### src/rtl/gray_ptr_pkg.sv
// Shared constants and helpers for the Gray pointer receive path.
// Stage sizing and latency are derived here so the top and bench agree.
package gray_ptr_pkg;

    localparam int MAX_SYNC  = 4;
    localparam int MIN_WIDTH = 2;

    function automatic int f_ceil_div(input int num, input int den);
        return (num + den - 1) / den;
    endfunction

    // Edges from gray_in being sampled to the matching bin_out.
    function automatic int f_lat(input int sync_stages, input int dec_stages);
        return sync_stages + dec_stages;
    endfunction

    localparam int LAT_DEFAULT = f_lat(2, 2);

endpackage

### src/rtl/gray2bin_stage.sv
// One registered slice of the Gray-to-binary prefix-XOR chain.
// Resolves bits HI down to LO; a stage with HI < LO just passes its inputs through.
module gray2bin_stage #(
    parameter int W  = 8,
    parameter int HI = 7,
    parameter int LO = 4
) (
    input  logic         clk,
    input  logic         rst,
    input  logic [W-1:0] g_in,
    input  logic [W-1:0] b_in,
    input  logic         c_in,
    output logic [W-1:0] b_comb,
    output logic [W-1:0] g_out,
    output logic [W-1:0] b_out,
    output logic         c_out
);

    logic c_comb;

    // c_comb carries the binary value of the most recently resolved bit.
    always_comb begin
        b_comb = b_in;
        c_comb = c_in;
        for (int i = W - 1; i >= 0; i--) begin
            if (i <= HI && i >= LO) begin
                c_comb    = c_comb ^ g_in[i];
                b_comb[i] = c_comb;
            end
        end
    end

    always_ff @(posedge clk) begin
        if (rst) begin
            g_out <= '0;
            b_out <= '0;
            c_out <= 1'b0;
        end else begin
            g_out <= g_in;
            b_out <= b_comb;
            c_out <= c_comb;
        end
    end

endmodule

### src/rtl/gray_ptr_decoder.sv
// Receive side of a Gray pointer crossing: synchroniser, pipelined decode,
// fill level against the local read pointer and a sticky illegal-step flag.
module gray_ptr_decoder
    import gray_ptr_pkg::*;
#(
    parameter int C_DATA_WIDTH  = 8,
    parameter int C_SYNC_STAGES = 2,
    parameter int C_DEC_STAGES  = 2
) (
    input  logic                    clk,
    input  logic                    rst,
    input  logic [C_DATA_WIDTH-1:0] gray_in,
    input  logic [C_DATA_WIDTH-1:0] rd_ptr,
    input  logic                    err_clr,
    output logic [C_DATA_WIDTH-1:0] bin_out,
    output logic                    bin_vld,
    output logic [C_DATA_WIDTH-1:0] level,
    output logic                    step_err
);

    localparam int W   = C_DATA_WIDTH;
    localparam int K   = f_ceil_div(W, C_DEC_STAGES);
    localparam int LAT = f_lat(C_SYNC_STAGES, C_DEC_STAGES);
    localparam int CW  = $clog2(LAT + 1);
    localparam logic [W-1:0] ONE = W'(1);

    logic [W-1:0]  sync_q [C_SYNC_STAGES];
    logic [W-1:0]  g_pipe [C_DEC_STAGES+1];
    logic [W-1:0]  b_pipe [C_DEC_STAGES+1];
    logic          c_pipe [C_DEC_STAGES+1];
    logic [W-1:0]  b_nxt  [C_DEC_STAGES];
    logic [W-1:0]  bin_final_nxt;
    logic [W-1:0]  delta;
    logic          step_set;
    logic [CW-1:0] cnt;

    // Plain flop chain: nothing but the raw Gray value crosses into clk.
    always_ff @(posedge clk) begin
        if (rst) begin
            for (int i = 0; i < C_SYNC_STAGES; i++) sync_q[i] <= '0;
        end else begin
            sync_q[0] <= gray_in;
            for (int i = 1; i < C_SYNC_STAGES; i++) sync_q[i] <= sync_q[i-1];
        end
    end

    assign g_pipe[0] = sync_q[C_SYNC_STAGES-1];
    assign b_pipe[0] = '0;
    assign c_pipe[0] = 1'b0;

    for (genvar s = 0; s < C_DEC_STAGES; s++) begin : g_stage
        localparam int HI = W - 1 - s * K;
        localparam int LO = (W - (s + 1) * K < 0) ? 0 : W - (s + 1) * K;
        gray2bin_stage #(.W(W), .HI(HI), .LO(LO)) u_stage (
            .clk    (clk),
            .rst    (rst),
            .g_in   (g_pipe[s]),
            .b_in   (b_pipe[s]),
            .c_in   (c_pipe[s]),
            .b_comb (b_nxt[s]),
            .g_out  (g_pipe[s+1]),
            .b_out  (b_pipe[s+1]),
            .c_out  (c_pipe[s+1])
        );
    end

    assign bin_out       = b_pipe[C_DEC_STAGES];
    assign bin_final_nxt = b_nxt[C_DEC_STAGES-1];

    // Step compares the value about to land in bin_out with the one it replaces.
    assign delta    = bin_final_nxt - bin_out;
    assign step_set = bin_vld && (delta > ONE);

    always_ff @(posedge clk) begin
        if (rst) begin
            cnt      <= '0;
            bin_vld  <= 1'b0;
            level    <= '0;
            step_err <= 1'b0;
        end else begin
            if (cnt != CW'(LAT)) cnt <= cnt + CW'(1);
            if (cnt == CW'(LAT - 1)) bin_vld <= 1'b1;
            level    <= bin_final_nxt - rd_ptr;
            step_err <= step_set | (step_err & ~err_clr);
        end
    end

endmodule

### config.mk
export PLATFORM = sky130hd
export DESIGN_NAME = gray_ptr_decoder
export DESIGN_NICKNAME = d
export VERILOG_FILES = /design/src/rtl/gray_ptr_pkg.sv /design/src/rtl/gray2bin_stage.sv /design/src/rtl/gray_ptr_decoder.sv
export SDC_FILE = /design/constraint.sdc
export NUM_CORES = 1
export LEC_CHECK = 0
export CORE_ASPECT_RATIO = 1.5
export CORE_UTILIZATION = 37
export CTS_BUF_LIST = sky130_fd_sc_hd__clkbuf_8 sky130_fd_sc_hd__clkbuf_16
export DETAILED_ROUTE_END_ITERATION = 8
export HOLD_SLACK_MARGIN = 0.06
export PLACE_DENSITY_LB_ADDON = 0.15
export SLEW_MARGIN = 10
export SYNTH_ARGS = -nofsm -noshare
export SYNTH_HDL_FRONTEND = slang
export SYNTH_SLANG_ARGS = --single-unit
### constraint.sdc
create_clock -name clk -period 5.54 [get_ports clk]
set_input_delay 0.554 -clock clk [delete_from_list [all_inputs] [get_ports clk]]
set_output_delay 0.554 -clock clk [all_outputs]
set_load 0.01 [all_outputs]
==> impl_results.md <==
- Largest net degree at the start of global routing: 53
- Synthesized area per cell: 9.619 µm²
- Vias: 1512
- Clock sink total: 45
- DRC errors left: 0
- GP Congestion: 0.7388
- I/O pin count: 37
- Reg2reg setup slack: 2.03 ns
- DR WL/cell: approximately 11 µm
- Fin Clk Skew: ~0.0036 ns
- Crit path cell chain: xor2_1 -> xnor2_2 -> xor2_1 -> xor2_1 -> ha_1 -> fa_1 -> and2b_1 -> nor4b_1 -> or4_1 -> a2111oi_2 -> a311oi_1
- Worst setup path category: flip-flop to flip-flop
- Buffer and inverter count on the worst path: 0
- Count of cell types in the netlist: 38
- Met1 WL: 1.578 mm
- Longest Clk Path Bufs: 2
- Starting Density: 38.48%
- Crit path largest cell delay: roughly 0.54 ns
- Grt ovf: 0
- Total power: approximately 900 µW
- Status: complete, no violations
- Maxcap violations: 0
- Crit path DAT: 3.68 ns
- Main area contributors after synthesis: dfxtp_1 (43%), ha_1 (10%), nor2b_1 (8.9%), inv_1 (4.1%), nor2_1 (3.8%)
- Finished layout cell area: about 2600 µm²
- Detail Placement HPWL: 2.657 mm
- First-pass GRT wire length: ~6.2 mm
- Max-slew violation count: 0
- Routed WL: around 3.6 mm
- Initial antenna violation count: 0
- Die width: 63.47 µm
- Fin crit share: between 60% and 70%
- Reg2Reg Depth: 11
- Placement Cell Area: 2522 µm²
- Drt first pass iters: 4
- Synth Register Bits: 45
- Fraction of synthesis flops using an asynchronous set or reset pin: 0%
- Top Layer Used: met4
- Slowest cell on the critical path: or4_1
- Fin. Hold Viols: 0
- Clk slew on worst S/H paths: 0.08 ns
- Die height: 94.20 µm
- Worst R2R End: step_err
- Power Dens Cells: 335.2 nW/µm²
- Final design utilization: 48.42%
- Worst path depth: 11
- Row count: 33
- Minimum clock period after layout: 3.515 ns
- Dpl ws: 2.000 ns
- Layout cells sized above 1: 5.837%
- Crit path launch: g_stage[0].u_stage.b_out[4]
- Hold Path Class: flip-flop to flip-flop
- Placed cells: 319
- Routed vias/inst: 4.624
- H-tree levels: 2
- Worst path most repeated cell: xor2_1
- Setup violations, final: 0
- Hold Worst Slack: 0.4383 ns
- Seq/Total Area, Yosys: between 40 and 50%
- Layout Cells excl Fill: 327
- Area share of the largest cell type after synthesis: 42.96%
- Syn_nets: ~260
- VDD IR max: 165.3 µV
- Hold-fix buffers, CTS: 0
- ANT nets after route: 0
- Port bufs: 36
- CTS tree: built
- Top FF cell, synth: dfxtp_1
- Ys Warns: 0
- Slew HR: 63.29%
- Commonest cells after routing, fill and taps aside: dfxtp_1 (45), clkdlybuf4s50_1 (36), nor2b_1 (30)
- Root Buffer: clkbuf_8
- Mapped cell area: 2097 µm²
- Post-CTS resize count: 0
- Leak Pwr: 1.133 nW
- EDFF count, synth: 0
- Metal2 WL: 1.871 mm
- Vias in the first global route: 1337
- N_diodes: 0
- Commonest non-fill, non-tap cell in the layout: dfxtp_1
- Syn-to-layout area delta: 25.84%
- TNS Setup: 0 ns
- Launching point of the worst reg2reg path: g_stage[0].u_stage.b_out[4]
- Die area: ~6000 µm²
- Cts bufs inserted: 5
- F_max: 0.2845 GHz
- Crit path max-delay family: XOR/XNOR gates
- Crit Path Max Fanout: 4
- WL met3: around 130 µm
- GRT Total Usage: 13.59%
- CP Capture Type: flip-flop
- Crit path launch type: flip-flop
- Post-layout nets: 294
- Worst skew pair latency: 0.29 ns
- Core area: 5450 µm²
- Setup ws final: roughly 2.0 ns
- Slew @ Worst Pin: 0.5488 ns
- Post-CTS Setup Bufs: 0
- Unrepaired setup endpoints after global routing: no
- Post-synthesis cell count: 218
- Post-synth top area cell: dfxtp_1
- CP endpoint: step_err
- WP data required: about 5.7 ns
- Detailed Route Iter0 Violations: 71
[sequential cells by signal, summed over array words and instances, names as in the netlist]
name,flops
bin_vld,1
cnt,3
g_stage.u_stage.b_out,12
g_stage.u_stage.g_out,4
level,8
step_err,1
sync_q,16
[layer usage]
metal / track usage [%] / vias to the layer above
li1: - / 794
met1: 15.61 / 679
met2: 23.58 / 34
met3: 3.398 / 5
met4: 5.682 / 0
met5: 0 / -
[how the worst min path moves through the flow]
stage / startpoint / to / slack, ns / cells after the start
6_report: sync_q[0][10] / g_stage[0].u_stage.g_out[2] / 0.44 / 1
4_1_cts: sync_q[0][10] / g_stage[0].u_stage.g_out[2] / 0.44 / 1
3_5_place_dp: sync_q[0][10] / g_stage[0].u_stage.g_out[2] / 0.42 / 1
2_1_floorplan: sync_q[0][8] / g_stage[0].u_stage.g_out[0] / 0.41 / 1
5_1_grt: sync_q[0][7] / sync_q[0][15] / 0.46 / 1
3_3_place_gp: sync_q[0][6] / sync_q[0][14] / 0.42 / 1
[kinds of logic (layout without fill, tap and decap cells)]
| group | Yosys count | after routing | synth area share (%) |
|---|---|---|---|
| buffers and inverters | 29 | 68 | 5.549 |
| adder cells (fa/ha/maj) | 19 | 19 | 12.05 |
| AND/OR/NAND/NOR | 75 | 75 | 19.99 |
| multiplexers | 3 | 3 | 1.551 |
| AO/OA/AOI/OAI | 34 | 34 | 12.11 |
| XOR/XNOR | 13 | 13 | 5.788 |
| flip-flops | 45 | 45 | 42.96 |
[Yosys cell counts (3+ instances only)]
library cell / n
a21o_1: 6
a21oi_1: 8
clkbuf_1: 5
dfxtp_1: 45
ha_1: 17
inv_1: 23
nand2_1: 4
nand2b_1: 4
nor2_1: 21
nor2b_1: 30
nor3_1: 3
nor3b_1: 4
o21ai_0: 4
or4_1: 3
xnor2_1: 5
xor2_1: 7
[worst register-to-register path: cells and delay by family (launching register included)]
family	cells	cell delay (ns)
xor+xnor	4	1.14
simple gates	3	0.85
fa+ha+maj	2	0.65
flops	1	0.40
compound gates	2	0.36
[report_power, final]
| part | internal, mW | leakage [nW] | switching (mW) |
|---|---|---|---|
| clock | 0.145 | 0.0626 | 0.107 |
| sequential | 0.359 | 0.371 | 0.0185 |
| combinational | 0.135 | 0.699 | 0.121 |
| total | 0.639 | 1.13 | 0.246 |
[layout make-up]
class                           instances  area [µm²]
Clock inverter                          2       33.78
Timing Repair Buffer                   37       367.9
Inverter                               23       86.33
Multi-Input combinational cell        144        1080
Sequential cell                        45       900.9
Tap cell                               70       87.58
Clock buffer                            6       82.58
Fill cell                             541        2811
Power figures use the tool's default switching activity.
